--- src/rtl/axis_master0.sv ---
// AXI4-Stream master: a byte FIFO of {last, data} drained through a single registered
// output beat, with a per-packet TDEST and packet/overflow status.
module axis_master0 #(
  parameter int DATA_W = 8,
  parameter int DEST_W = 5,
  parameter int DEPTH  = 16
) (
  input  logic              i_mclk,
  input  logic              i_mrst,
  input  logic              i_wr_en,
  input  logic [DATA_W-1:0] i_wr_data,
  input  logic              i_wr_last,
  output logic              o_wr_full,
  input  logic [DEST_W-1:0] i_tdest,
  input  logic              i_m_tready,
  output logic              o_m_tvalid,
  output logic [DATA_W-1:0] o_m_tdata,
  output logic [DEST_W-1:0] o_m_tdest,
  output logic              o_m_tlast,
  output logic              o_busy,
  output logic [15:0]       o_pkt_count,
  output logic              o_overflow
);

  localparam int AW = $clog2(DEPTH);
  localparam int CW = AW + 1;

  typedef enum logic {IDLE, SEND} state_t;

  state_t            state_q, state_d;
  logic [DATA_W:0]   fifo_mem_q [DEPTH];
  logic [AW-1:0]     wr_ptr_q, rd_ptr_q;
  logic [CW-1:0]     count_q, count_d;
  logic              full_q;
  logic [DEST_W-1:0] dest_q;
  logic              tvalid_q, tlast_q;
  logic [DATA_W-1:0] tdata_q;
  logic [15:0]       pkt_cnt_q;
  logic              overflow_q;

  logic              fifo_empty, push, load, busy, beat_xfer, last_xfer;
  logic [DATA_W:0]   head;

  assign fifo_empty = (count_q == '0);
  assign head       = fifo_mem_q[rd_ptr_q];
  assign beat_xfer  = tvalid_q && i_m_tready;
  assign last_xfer  = beat_xfer && tlast_q;
  // A pop frees a slot in the same cycle, so a push while full is still accepted then.
  assign push       = i_wr_en && (!full_q || load);

  always_ff @(posedge i_mclk) begin
    if (i_mrst) begin
      state_q <= IDLE;
    end else begin
      state_q <= state_d;
    end
  end

  always_comb begin
    state_d = state_q;
    case (state_q)
      IDLE: if (!fifo_empty) state_d = SEND;
      SEND: if (last_xfer)   state_d = IDLE;
      default: state_d = IDLE;
    endcase
  end

  // Stop loading once a tlast beat sits in the stage; the packet ends with it.
  always_comb begin
    load = 1'b0;
    busy = 1'b0;
    case (state_q)
      SEND: begin
        busy = 1'b1;
        load = !fifo_empty && (!tvalid_q || i_m_tready) && !(tvalid_q && tlast_q);
      end
      default: begin
        load = 1'b0;
        busy = 1'b0;
      end
    endcase
  end

  always_comb begin
    count_d = count_q;
    case ({push, load})
      2'b10:   count_d = count_q + CW'(1);
      2'b01:   count_d = count_q - CW'(1);
      default: count_d = count_q;
    endcase
  end

  always_ff @(posedge i_mclk) begin
    if (push) fifo_mem_q[wr_ptr_q] <= {i_wr_last, i_wr_data};
  end

  always_ff @(posedge i_mclk) begin
    if (i_mrst) begin
      wr_ptr_q   <= '0;
      rd_ptr_q   <= '0;
      count_q    <= '0;
      full_q     <= 1'b0;
      overflow_q <= 1'b0;
    end else begin
      if (push) wr_ptr_q <= wr_ptr_q + AW'(1);
      if (load) rd_ptr_q <= rd_ptr_q + AW'(1);
      count_q <= count_d;
      full_q  <= (count_d == CW'(DEPTH));
      if (i_wr_en && full_q && !load) overflow_q <= 1'b1;
    end
  end

  always_ff @(posedge i_mclk) begin
    if (i_mrst) begin
      dest_q    <= '0;
      tvalid_q  <= 1'b0;
      tdata_q   <= '0;
      tlast_q   <= 1'b0;
      pkt_cnt_q <= '0;
    end else begin
      if (state_q == IDLE && !fifo_empty) dest_q <= i_tdest;
      if (load) begin
        tvalid_q <= 1'b1;
        tdata_q  <= head[DATA_W-1:0];
        tlast_q  <= head[DATA_W];
      end else if (beat_xfer) begin
        tvalid_q <= 1'b0;
      end
      if (last_xfer) pkt_cnt_q <= pkt_cnt_q + 16'd1;
    end
  end

  assign o_wr_full   = full_q;
  assign o_m_tvalid  = tvalid_q;
  assign o_m_tdata   = tdata_q;
  assign o_m_tdest   = dest_q;
  assign o_m_tlast   = tlast_q;
  assign o_busy      = busy;
  assign o_pkt_count = pkt_cnt_q;
  assign o_overflow  = overflow_q;

endmodule

--- config.mk ---
export PLATFORM = sky130hd
export DESIGN_NAME = axis_master0
export DESIGN_NICKNAME = d
export VERILOG_FILES = /design/src/rtl/axis_master0.sv
export SDC_FILE = /design/constraint.sdc
export NUM_CORES = 1
export LEC_CHECK = 0
export CAP_MARGIN = 20
export CELL_PAD_IN_SITES_DETAIL_PLACEMENT = 1
export CELL_PAD_IN_SITES_GLOBAL_PLACEMENT = 2
export CORE_ASPECT_RATIO = 1.75
export CORE_MARGIN = 2
export CORE_UTILIZATION = 46
export DETAILED_ROUTE_END_ITERATION = 8
export PLACE_DENSITY_LB_ADDON = 0.1
export REMOVE_ABC_BUFFERS = 1
export SLEW_MARGIN = 10
export SYNTH_ARGS = -nofsm -noshare
export SYNTH_HDL_FRONTEND = slang
export SYNTH_SLANG_ARGS = --single-unit
--- constraint.sdc ---
create_clock -name i_mclk -period 7.9 [get_ports i_mclk]
set_input_delay 1.975 -clock i_mclk [delete_from_list [all_inputs] [get_ports i_mclk]]
set_output_delay 1.975 -clock i_mclk [all_outputs]
set_load 0.02 [all_outputs]
==> key figures, run 1 <==
Hold path
  • Hold crit path type: flop to flop

Die
  • Die Ht: 173 µm
  • Die width: 101 µm
  • Core ar.: 16200 µm²
  • Starting Density: 46.6%
  • Rows: 62
  • Die ar.: 17500 µm²
  • Top-level port count: 52

Critical path
  • Crit-path max FO: 25
  • Crit-path most repeated cell: ha_1
  • Worst path bufs/invs: 2
  • CP max stage cell: a21boi_1
  • Req. time, crit path: 8220 ps
  • WS Path Type: primary input to flop
  • Critical path arrival: 5410 ps
  • Setup crit start kind: primary input
  • CP Capture Type: flop
  • Crit path max-delay family: compound AO/OA/AOI/OAI gates
  • FF-to-FF setup slack: 4050 ps
  • Critical path endpoint: o_wr_full
  • Number of cells on the critical path: 13
  • Crit path cell chain: clkdlybuf4s50_1 > nor2b_1 > o221ai_4 > a21boi_1 > inv_1 > ha_1 > xor2_1 > ha_1 > and3b_1 > o21ai_0 > a21oi_1 > mux2_2 > and4_1
  • R2r worst-path depth: 12
  • RR Endpoint: o_wr_full
  • Critical Path Start: i_m_tready
  • CP max stage delay: 580 ps
  • Crit Reg-Reg Startpoint: count_q[1]

Route
  • WL per Instance: 23.4 µm
  • Via count: 4168
  • 1st-pass router iterations: 4
  • Vias/cell: 5.71
  • # DRC: 0
  • Number of routed nets with antenna violations: 0
  • Drt total wl: 17100 µm
  • 1st-iter DRT viols: 283

STA
  • Fmax: 0.196 GHz
  • Clock skew: 8.29 ps
  • Setup violators final: 0
  • Setup TNS: 0 ps
  • Worst-margin pin slew: 944 ps
  • Share of the clock period used by the worst path: 64.4%
  • Hold Vio Cnt, Final: 0
  • Final Critical Period: 5090 ps
  • Hold slack: 473 ps
  • RSZ-0062 raised after global routing: no
  • Max-slew headroom: 36.8%
  • Fin. max-slew vios: 0

Placed design
  • GPL Wtd Cong: 0.747
  • Port-buffer cells: 51
  • Hpwl dp: 11300 µm
  • Placed Instances: 698

Yosys
  • Synth top area share: 57.3%
  • Post-synthesis cell count: 474
  • Synth Register Bits: 191
  • Cell taking the most area after synthesis: edfxtp_1
  • Most used DFF post-synth: edfxtp_1
  • Number of synthesized flops with an enable pin: 144
  • Post-synth cell types: 39
  • Avg Synthesized Cell Area: 15.9 µm²
  • Cell Area, Synth: 7550 µm²
  • Synth area leaders: edfxtp_1 57%, dfxtp_1 12%, mux4_2 11%
  • Asr flop ratio synth: 0%
  • Yosys warns: 0
  • Sequential share of the synthesized area: 69.7%

Pwr
  • Power share of the clock group: 32.6%
  • Total power divided by cell area: 286 nW/µm²
  • Int Pwr: 0.00183 W
  • Leak: 2.88 nW
  • Switching power share of the total: 27.4%
  • Switching pwr: 0.000690 W
  • Total power: 0.00252 W
  • Combinational power share: 20.7%
  • Sequential fraction of design power: 46.8%
  • VDD IR-drop max: 193 µV

Clock network
  • Post-CTS setup buffers: 0
  • CTS Root Cell: clkbuf_16
  • Clock slew at reported path FFs: 70 ps
  • Clock H-tree levels: 4
  • CTS sink cnt: 191
  • Post-CTS Hold Fix Bufs: 0
  • Clock Latency Late Sink: 430 ps
  • CTS Buffer Depth: 2
  • Num CTS Buffers: 17
  • Post-cts sizing count: 0
  • CTS tree: yes

Layout
  • Final layout net count: 552
  • Post-Layout Cell Count: 730
  • # diodes: 0
  • # fillers: 1520
  • Share of post-route cells with drive strength above 1: 14.9%
  • Area grow syn2layout: 16.7%

Global routing
  • Initial antenna violation count: 0
  • Vias in the first global route: 4544
  • Largest net degree at the start of global routing: 48
  • Tot GR Track Use: 21.2%
  • Grt total ovfl: 0
  • First-pass GRT wire length: 26900 µm

Outcome
  • Run status: finished, final reports clean

Flow run
  • Max-Cap Viols: 0
==> tightest hold or removal path: stages (launching register included) <==
cell,delay [ps]
dfxtp_1,330
a31oi_1,40
nor2_1,70
==> placed cells by master, fill, tap and decap left out, types with 9 or more instances in the layout <==
| master | synthesis | layout |
|---|---|---|
| ha_1 | 9 | 9 |
| nor2_1 | 56 | 56 |
| dfxtp_1 | 47 | 46 |
| mux4_2 | 36 | 36 |
| nand2_1 | 13 | 13 |
| clkdlybuf4s50_1 | 0 | 50 |
| clkbuf_16 | 0 | 19 |
| edfxtp_1 | 144 | 144 |
| xor2_1 | 15 | 15 |
| a21oi_1 | 29 | 29 |
| a22oi_1 | 18 | 18 |
==> synth_stat cells (2+ instances only) <==
library cell and n:
nor2_1 56, o21ai_0 6, inv_1 6, dfxtp_1 47
or3_1 4, mux4_2 36, xor2_1 15, nand2b_1 3
nand3_1 4, xnor2_1 8, a22oi_1 18, buf_1 3
and3_1 5, mux2i_1 8, and2_1 2, and4_1 2
nand4_1 5, clkbuf_1 17, ha_1 9, a21oi_1 29
nand2_1 13, nor2b_1 5, nor3_1 8, and3b_1 2
buf_2 6, edfxtp_1 144
==> area by class of cell <==
class | instances | area [µm²] | share of cell area [%]
timing repair buffer | 58 | 558 | 6.33
clock inverter | 12 | 80.1 | 0.909
inverter | 7 | 26.3 | 0.298
tap | 192 | 240 | 2.73
clock buffer | 20 | 489 | 5.55
multi-input combinational | 250 | 2150 | 24.4
sequential | 191 | 5270 | 59.8
==> through the flow <==
step | cell area, µm² | utilization [%] | setup WS, ps
floorplan | 7440 | - | 3320
global placement | 8240 | 50.8 | 2480
detailed placement | 8240 | 50.8 | 2350
CTS | 8810 | 54.4 | 2800
global route | 8810 | 54.4 | 2480
finish | 8810 | 54.4 | 2810
==> power by group through the flow <==
stage | logic (W) | registers (W) | clock network [W]
floorplan | 0.000290 | 0.00126 | 0
global placement | 0.000520 | 0.00120 | 0
detailed placement | 0.000530 | 0.00120 | 0
CTS | 0.000531 | 0.00118 | 0.000837
global route | 0.000573 | 0.00118 | 0.000874
finish | 0.000520 | 0.00118 | 0.000820
==> kinds of logic after synthesis <==
logic type / after synthesis / share of synthesized area, %
AND/OR/NAND/NOR: 111 / 6.95
AO/OA/AOI/OAI: 62 / 5.45
buffers and inverters: 33 / 1.74
XOR/XNOR: 23 / 2.67
adder cells (fa/ha/maj): 9 / 1.49
flip-flops: 191 / 69.7
multiplexers: 45 / 12.0
==> worst min-delay path by stage <==
stage,endpoint,cells after the start,slack (ps),startpoint
after detailed placement,o_overflow,2,460,o_overflow
after global routing,o_m_tvalid,2,520,o_m_tvalid
after global placement,o_overflow,2,460,o_overflow
final,o_overflow,2,470,o_overflow
after floorplan,rd_ptr_q[3],2,480,rd_ptr_q[3]
after CTS,o_overflow,2,480,o_overflow
==> state kept, by name, indices dropped and copies added (netlist names), 4 cells and up <==
signal / cells
count_q: 5
fifo_mem_q: 144
o_m_tdata: 8
o_m_tdest: 5
o_pkt_count: 16
rd_ptr_q: 4
wr_ptr_q: 4
==> per-layer routing <==
layer | share of wire [%] | up-vias | track usage, %
li1 | - | 1913 | -
met1 | 40 | 2147 | 25.9
met2 | 55 | 93 | 37.2
met3 | 2.9 | 15 | 4.23
met4 | 1.7 | 0 | 6.85
met5 | 0 | - | 0
(Power assumes the default switching activity.)
==> run 2: changes to the inputs <==
--- a/config.mk
+++ b/config.mk
@@ -10,7 +10,7 @@
 export CELL_PAD_IN_SITES_GLOBAL_PLACEMENT = 2
 export CORE_ASPECT_RATIO = 1.75
 export CORE_MARGIN = 2
-export CORE_UTILIZATION = 46
+export CORE_UTILIZATION = 39
 export DETAILED_ROUTE_END_ITERATION = 8
 export PLACE_DENSITY_LB_ADDON = 0.1
 export REMOVE_ABC_BUFFERS = 1
==> constraint.sdc (replaced) <==
create_clock -name i_mclk -period 4.5 [get_ports i_mclk]
set_input_delay 1.125 -clock i_mclk [delete_from_list [all_inputs] [get_ports i_mclk]]
set_output_delay 1.125 -clock i_mclk [all_outputs]
set_load 0.02 [all_outputs]
==> run 2 against run 1 <==
  * Routed wire length is 1.3% lower
  * First-iteration DRC count fell by 31%
  * Sequential share of layout area fell by 1.4 points
  * Highest routed layer unchanged
  * Critical path type unchanged
  * Register-to-register slack got worse by 2800 ps
  * Sequential power grew 76%
  * Critical endpoint unchanged
  * Flip-flop and latch count did not move
  * Combinational power rose by 75%
  * Clock skew about the same
  * Clock power is 85% higher
  * Cell count increased by 8.6%
  * Power increased by 79%
  * Clock-buffer cell count down 2
==> key figures, run 2 (synthesis results as in run 1) <==
Critical path
  • Crit path cell chain: clkdlybuf4s50_1 > nor2b_1 > o221ai_4 > a21boi_1 > inv_1 > ha_1 > xor2_1 > ha_1 > and3b_1 > o21ai_0 > a21oi_1 > mux2_2 > and4_1
  • Crit path max-delay family: compound AO/OA/AOI/OAI gates
  • Crit-path max FO: 8 (-68%)
  • Setup crit start kind: primary input
  • CP Capture Type: flop
  • WS Path Type: primary input to flop
  • CP max stage cell: clkdlybuf4s50_1
  • CP max stage delay: 490 ps (-90 ps)
  • Worst path bufs/invs: 2 (unchanged)
  • Critical path arrival: 3970 ps (-1440 ps)
  • Crit-path most repeated cell: ha_1
  • Req. time, crit path: 4830 ps (-3390 ps)

Clock network
  • Clock slew at reported path FFs: 70 ps (about the same)
  • Post-CTS Hold Fix Bufs: 0 (unchanged)
  • CTS sink cnt: 191 (unchanged)
  • Clock Latency Late Sink: 430 ps (about the same)
  • Post-cts sizing count: 0 (unchanged)
  • CTS tree: yes
  • CTS Root Cell: clkbuf_16
  • Num CTS Buffers: 17 (unchanged)
  • Clock H-tree levels: 4 (unchanged)
  • Post-CTS setup buffers: 0 (unchanged)
  • CTS Buffer Depth: 2 (unchanged)

STA
  • Final Critical Period: 3640 ps
  • Share of the clock period used by the worst path: 80.8%
  • RSZ-0062 raised after global routing: no
  • Hold slack: 499 ps (+25.7 ps)
  • Clock skew: 8.33 ps (+0.0465 ps)
  • Setup TNS: 0 ps (unchanged)
  • Fmax: 0.275 GHz
  • Fin. max-slew vios: 0 (unchanged)
  • Max-slew headroom: 37.7% (+0.82 points)
  • Setup violators final: 0 (unchanged)
  • Worst-margin pin slew: 933 ps (-10.7 ps)
  • Hold Vio Cnt, Final: 0 (unchanged)

Die
  • Core ar.: 19000 µm² (+17%)
  • Starting Density: 39.7% (-6.9 points)
  • Top-level port count: 52 (unchanged)
  • Die Ht: 188 µm (+8.4%)
  • Die width: 109 µm (+8.3%)
  • Die ar.: 20500 µm² (+17%)
  • Rows: 67 (+8.1%)

Route
  • Number of routed nets with antenna violations: 0 (unchanged)
  • Vias/cell: 5.28 (-7.4%)
  • Via count: 4191 (+0.55%)
  • Highest routed layer: met4
  • WL met1: 6280 µm (-8.9%)
  • 1st-iter DRT viols: 196 (-31%)
  • 1st-pass router iterations: 4 (unchanged)
  • # DRC: 0 (unchanged)
  • Met2 WL: 9860 µm (+5.0%)
  • Drt total wl: 16900 µm (-1.3%)
  • WL per Instance: 21.3 µm (-9.2%)
  • WL met3: 410 µm (-18%)

Pwr
  • Leak: 2.95 nW (+2.7%)
  • Total power: 0.00451 W (+79%)
  • VDD IR-drop max: 335 µV (+73%)
  • Total power divided by cell area: 501 nW/µm² (+75%)

Flow run
  • Max-Cap Viols: 0 (unchanged)

Layout
  • Commonest non-fill, non-tap cell in the layout: edfxtp_1
  • Most frequent cells in the layout: 144 x edfxtp_1, 56 x nor2_1, 50 x clkdlybuf4s50_1
  • Max reg flops: 144 (unchanged)
  • Area grow syn2layout: 19.4%
  • # diodes: 0 (unchanged)
  • Finished Core Util: 47.4% (-7.0 points)
  • Final layout net count: 566 (+2.5%)
  • Share of post-route cells with drive strength above 1: 17.0% (+2.2 points)
  • Biggest register: fifo_mem_q

Placed design
  • Hpwl dp: 11800 µm (+4.9%)
  • GPL Wtd Cong: 0.732 (-2.1%)
  • Port-buffer cells: 51 (unchanged)

Global routing
  • Initial antenna violation count: 0 (unchanged)
  • Largest net degree at the start of global routing: 48 (unchanged)
  • Tot GR Track Use: 17.9% (-3.3 points)
  • Vias in the first global route: 4610 (+1.5%)
  • First-pass GRT wire length: 26500 µm (-1.5%)
  • Grt total ovfl: 0 (unchanged)

Outcome
  • Run status: finished, final reports clean

Hold path
  • Hold crit path type: flop to flop
run 2: per-layer routing:
layer | track usage, % | vias up
li1 | - | 1940
met1 | 19.7 | 2163
met2 | 33.1 | 65
met3 | 3.20 | 23
met4 | 7.10 | 0
met5 | 0 | -
run 2: per-stage QoR:
stage,std cells,setup WS [ps],area (µm²)
after CTS,792,858,9000
after global placement,760,468,8400
final,793,862,9020
after floorplan,448,771,7440
after global routing,793,628,9020
after detailed placement,760,407,8400
run 2: final timing paths:
path,startpoint,to,slack (ps),cells after the start
worst max-delay path,i_m_tready,o_wr_full,860,13
worst min-delay path,o_m_tdata[1],o_m_tdata[1],500,2
worst max register to register,count_q[1],o_wr_full,1220,12
worst min register to register,o_m_tdata[1],o_m_tdata[1],500,2
run 2: layout make-up:
cell class	count	area, µm²
Multi-Input combinational cell	250	2150
Tap cell	241	302
Clock inverter	14	165
Clock buffer	18	429
Timing Repair Buffer	72	676
Sequential cell	191	5270
Inverter	7	26.3
Fill cell	1831	10000
run 2: worst reg2reg max path: stages (launching register included):
cell and delay [ps]:
dfxtp_1 400, or4_4 590, o221ai_4 300, a21boi_1 140, inv_1 90, ha_1 320
xor2_1 180, ha_1 200, and3b_1 170, o21ai_0 70, a21oi_1 160, mux2_2 360
and4_1 190
run 2: where the power goes:
part	internal, W	switching [W]	total, W
logic	0.000452	0.000457	0.000910
clock network	0.000874	0.000644	0.00152
registers	0.00199	0.0000975	0.00208
==> run 3: changes to the inputs <==
--- a/config.mk
+++ b/config.mk
@@ -10,7 +10,7 @@
 export CELL_PAD_IN_SITES_GLOBAL_PLACEMENT = 2
 export CORE_ASPECT_RATIO = 1.75
 export CORE_MARGIN = 2
-export CORE_UTILIZATION = 39
+export CORE_UTILIZATION = 43
 export DETAILED_ROUTE_END_ITERATION = 8
 export PLACE_DENSITY_LB_ADDON = 0.1
 export REMOVE_ABC_BUFFERS = 1
==> constraint.sdc (replaced) <==
create_clock -name i_mclk -period 3.6 [get_ports i_mclk]
set_input_delay 0.9 -clock i_mclk [delete_from_list [all_inputs] [get_ports i_mclk]]
set_output_delay 0.9 -clock i_mclk [all_outputs]
set_load 0.02 [all_outputs]
==> run 3 against run 2 <==
  * Via count fell by 0.12%
  * Cell count decreased by 0.38%
  * Worst hold slack got worse by 12 ps
  * Power grew 24%
  * Die area down 9.0%
  * First-iteration DRC count down 3.1%
  * Sequential share of layout area down 0.14 points
  * Clock power is 21% higher
  * Sequential power increased by 25%
  * Final area rose by 0.24%
  * Critical path depth did not move
==> key figures, run 3 (synthesis results as in run 1) <==
Die
  • Die Ht: 179 µm (-4.7%)
  • Core ar.: 17400 µm² (-8.7%)
  • Starting Density: 43.4% (+3.8 points)
  • Top-level port count: 52 (unchanged)
  • Die width: 104 µm (-4.6%)
  • Die ar.: 18700 µm² (-9.0%)
  • Rows: 64 (-4.5%)

STA
  • Share of the clock period used by the worst path: 91.7%
  • Setup violators final: 0 (unchanged)
  • RSZ-0062 raised after global routing: no
  • Worst-margin pin slew: 925 ps (-7.97 ps)
  • Hold Vio Cnt, Final: 0 (unchanged)
  • Clock skew: 8.52 ps (+0.188 ps)
  • Max-slew headroom: 38.2% (+0.53 points)
  • Fmax: 0.303 GHz
  • Fin. max-slew vios: 0 (unchanged)
  • Final Critical Period: 3300 ps

Layout
  • Area grow syn2layout: 19.7%
  • Biggest register: fifo_mem_q
  • Final layout net count: 573 (+1.2%)
  • Post-route cell area: 9040 µm² (+0.24%)
  • Max reg flops: 144 (unchanged)
  • Commonest non-fill, non-tap cell in the layout: edfxtp_1
  • Share of post-route cells with drive strength above 1: 17.7% (+0.68 points)
  • # diodes: 0 (unchanged)
  • Finished Core Util: 52.0% (+4.6 points)
  • Most frequent cells in the layout: 144 x edfxtp_1, 56 x nor2_1, 50 x clkdlybuf4s50_1

Placed design
  • Hpwl dp: 11100 µm (-5.9%)
  • Port-buffer cells: 51 (unchanged)
  • Cell Area, Placed: 8460 µm² (+0.71%)
  • GPL Wtd Cong: 0.794 (+8.5%)

Route
  • WL per Instance: 20.9 µm (-1.9%)
  • Drt total wl: 16500 µm (-2.3%)
  • 1st-iter DRT viols: 190 (-3.1%)
  • Vias/cell: 5.30 (+0.26%)
  • 1st-pass router iterations: 4 (unchanged)
  • # DRC: 0 (unchanged)
  • Number of routed nets with antenna violations: 0 (unchanged)
  • Via count: 4186 (-0.12%)

Clock network
  • Post-CTS Hold Fix Bufs: 0 (unchanged)
  • Post-CTS setup buffers: 0 (unchanged)
  • Post-cts sizing count: 0 (unchanged)
  • CTS Buffer Depth: 2 (unchanged)
  • CTS Root Cell: clkbuf_16
  • Clock H-tree levels: 4 (unchanged)
  • Num CTS Buffers: 17 (unchanged)
  • CTS sink cnt: 191 (unchanged)
  • CTS tree: yes
  • Clock slew at reported path FFs: 70 ps (about the same)
  • Clock Latency Late Sink: 430 ps (about the same)

Global routing
  • Vias in the first global route: 4443 (-3.6%)
  • First-pass GRT wire length: 25800 µm (-2.5%)
  • Grt total ovfl: 0 (unchanged)
  • Tot GR Track Use: 18.8% (+0.88 points)
  • Initial antenna violation count: 0 (unchanged)
  • Largest net degree at the start of global routing: 40 (-17%)

Critical path
  • WS Path Type: primary input to flop
  • Req. time, crit path: 3920 ps (-910 ps)
  • Critical path arrival: 3630 ps (-340 ps)
  • Setup crit start kind: primary input
  • CP Capture Type: flop
  • Crit-path max FO: 24 (+16)

Pwr
  • Total power divided by cell area: 619 nW/µm² (+24%)
  • Leak: 2.97 nW (+0.52%)
  • VDD IR-drop max: 450 µV (+34%)
  • Total power: 0.00559 W (+24%)

Outcome
  • Run status: finished, final reports clean

Flow run
  • Max-Cap Viols: 0 (unchanged)

Hold path
  • Hold crit path type: flop to flop
-- run 3: cell count changes in the layout (fill, tap and decap cells not counted), sizes merged --
cell	previous run	this run
buf	22	29
inv	10	8
clkinvlp	2	3
bufinv	3	2
clkbuf	18	20
-- run 3: cell type report --
type	instances	area (µm²)
clock inverter	12	139
timing repair buffer	79	728
fill	1701	8340
tap	231	289
sequential	191	5270
multi-input combinational	250	2150
clock buffer	20	437
inverter	7	26.3
-- run 3: worst max-delay path, stage by stage --
cell and delay, ps:
clkdlybuf4s50_1 500, nor2b_1 230, o221ai_4 140, buf_4 240, inv_2 80, ha_1 170
xor2_1 170, ha_1 220, and3b_1 170, o21ai_0 70, a21oi_1 170, mux2_2 360
and4_1 190
-- run 3: through the flow --
stage          worst slack [ps]  hold slack (ps)  TNS, ps  std cells
2_1_floorplan              95.7              482        0        448
3_3_place_gp              -25.4              460    -25.4        758
3_5_place_dp               -122              479     -122        758
4_1_cts                     300              496        0        790
5_1_grt                     157              533        0        790
6_report                    299              486        0        790
-- run 3: power by group --
group	internal (W)	switching, W
Combinational	0.000578	0.000590
Clock	0.00103	0.000808
Sequential	0.00248	0.000105
-- run 3: routing by layer --
metal	vias to the layer above	global-route usage [%]	share of wire, %
met5	-	0	0
met4	0	6.42	1.3
met3	10	4.00	2.5
met2	55	34.7	56
met1	2167	21.5	40
li1	1954	-	-
-- run 3: final timing paths --
check	start	to	slack (ps)	depth (start not counted)
setup reg to reg	count_q[1]	o_wr_full	410	12
setup / recovery	i_m_tready	o_wr_full	300	13
hold reg to reg	o_overflow	o_overflow	490	2
hold / removal	o_overflow	o_overflow	490	2
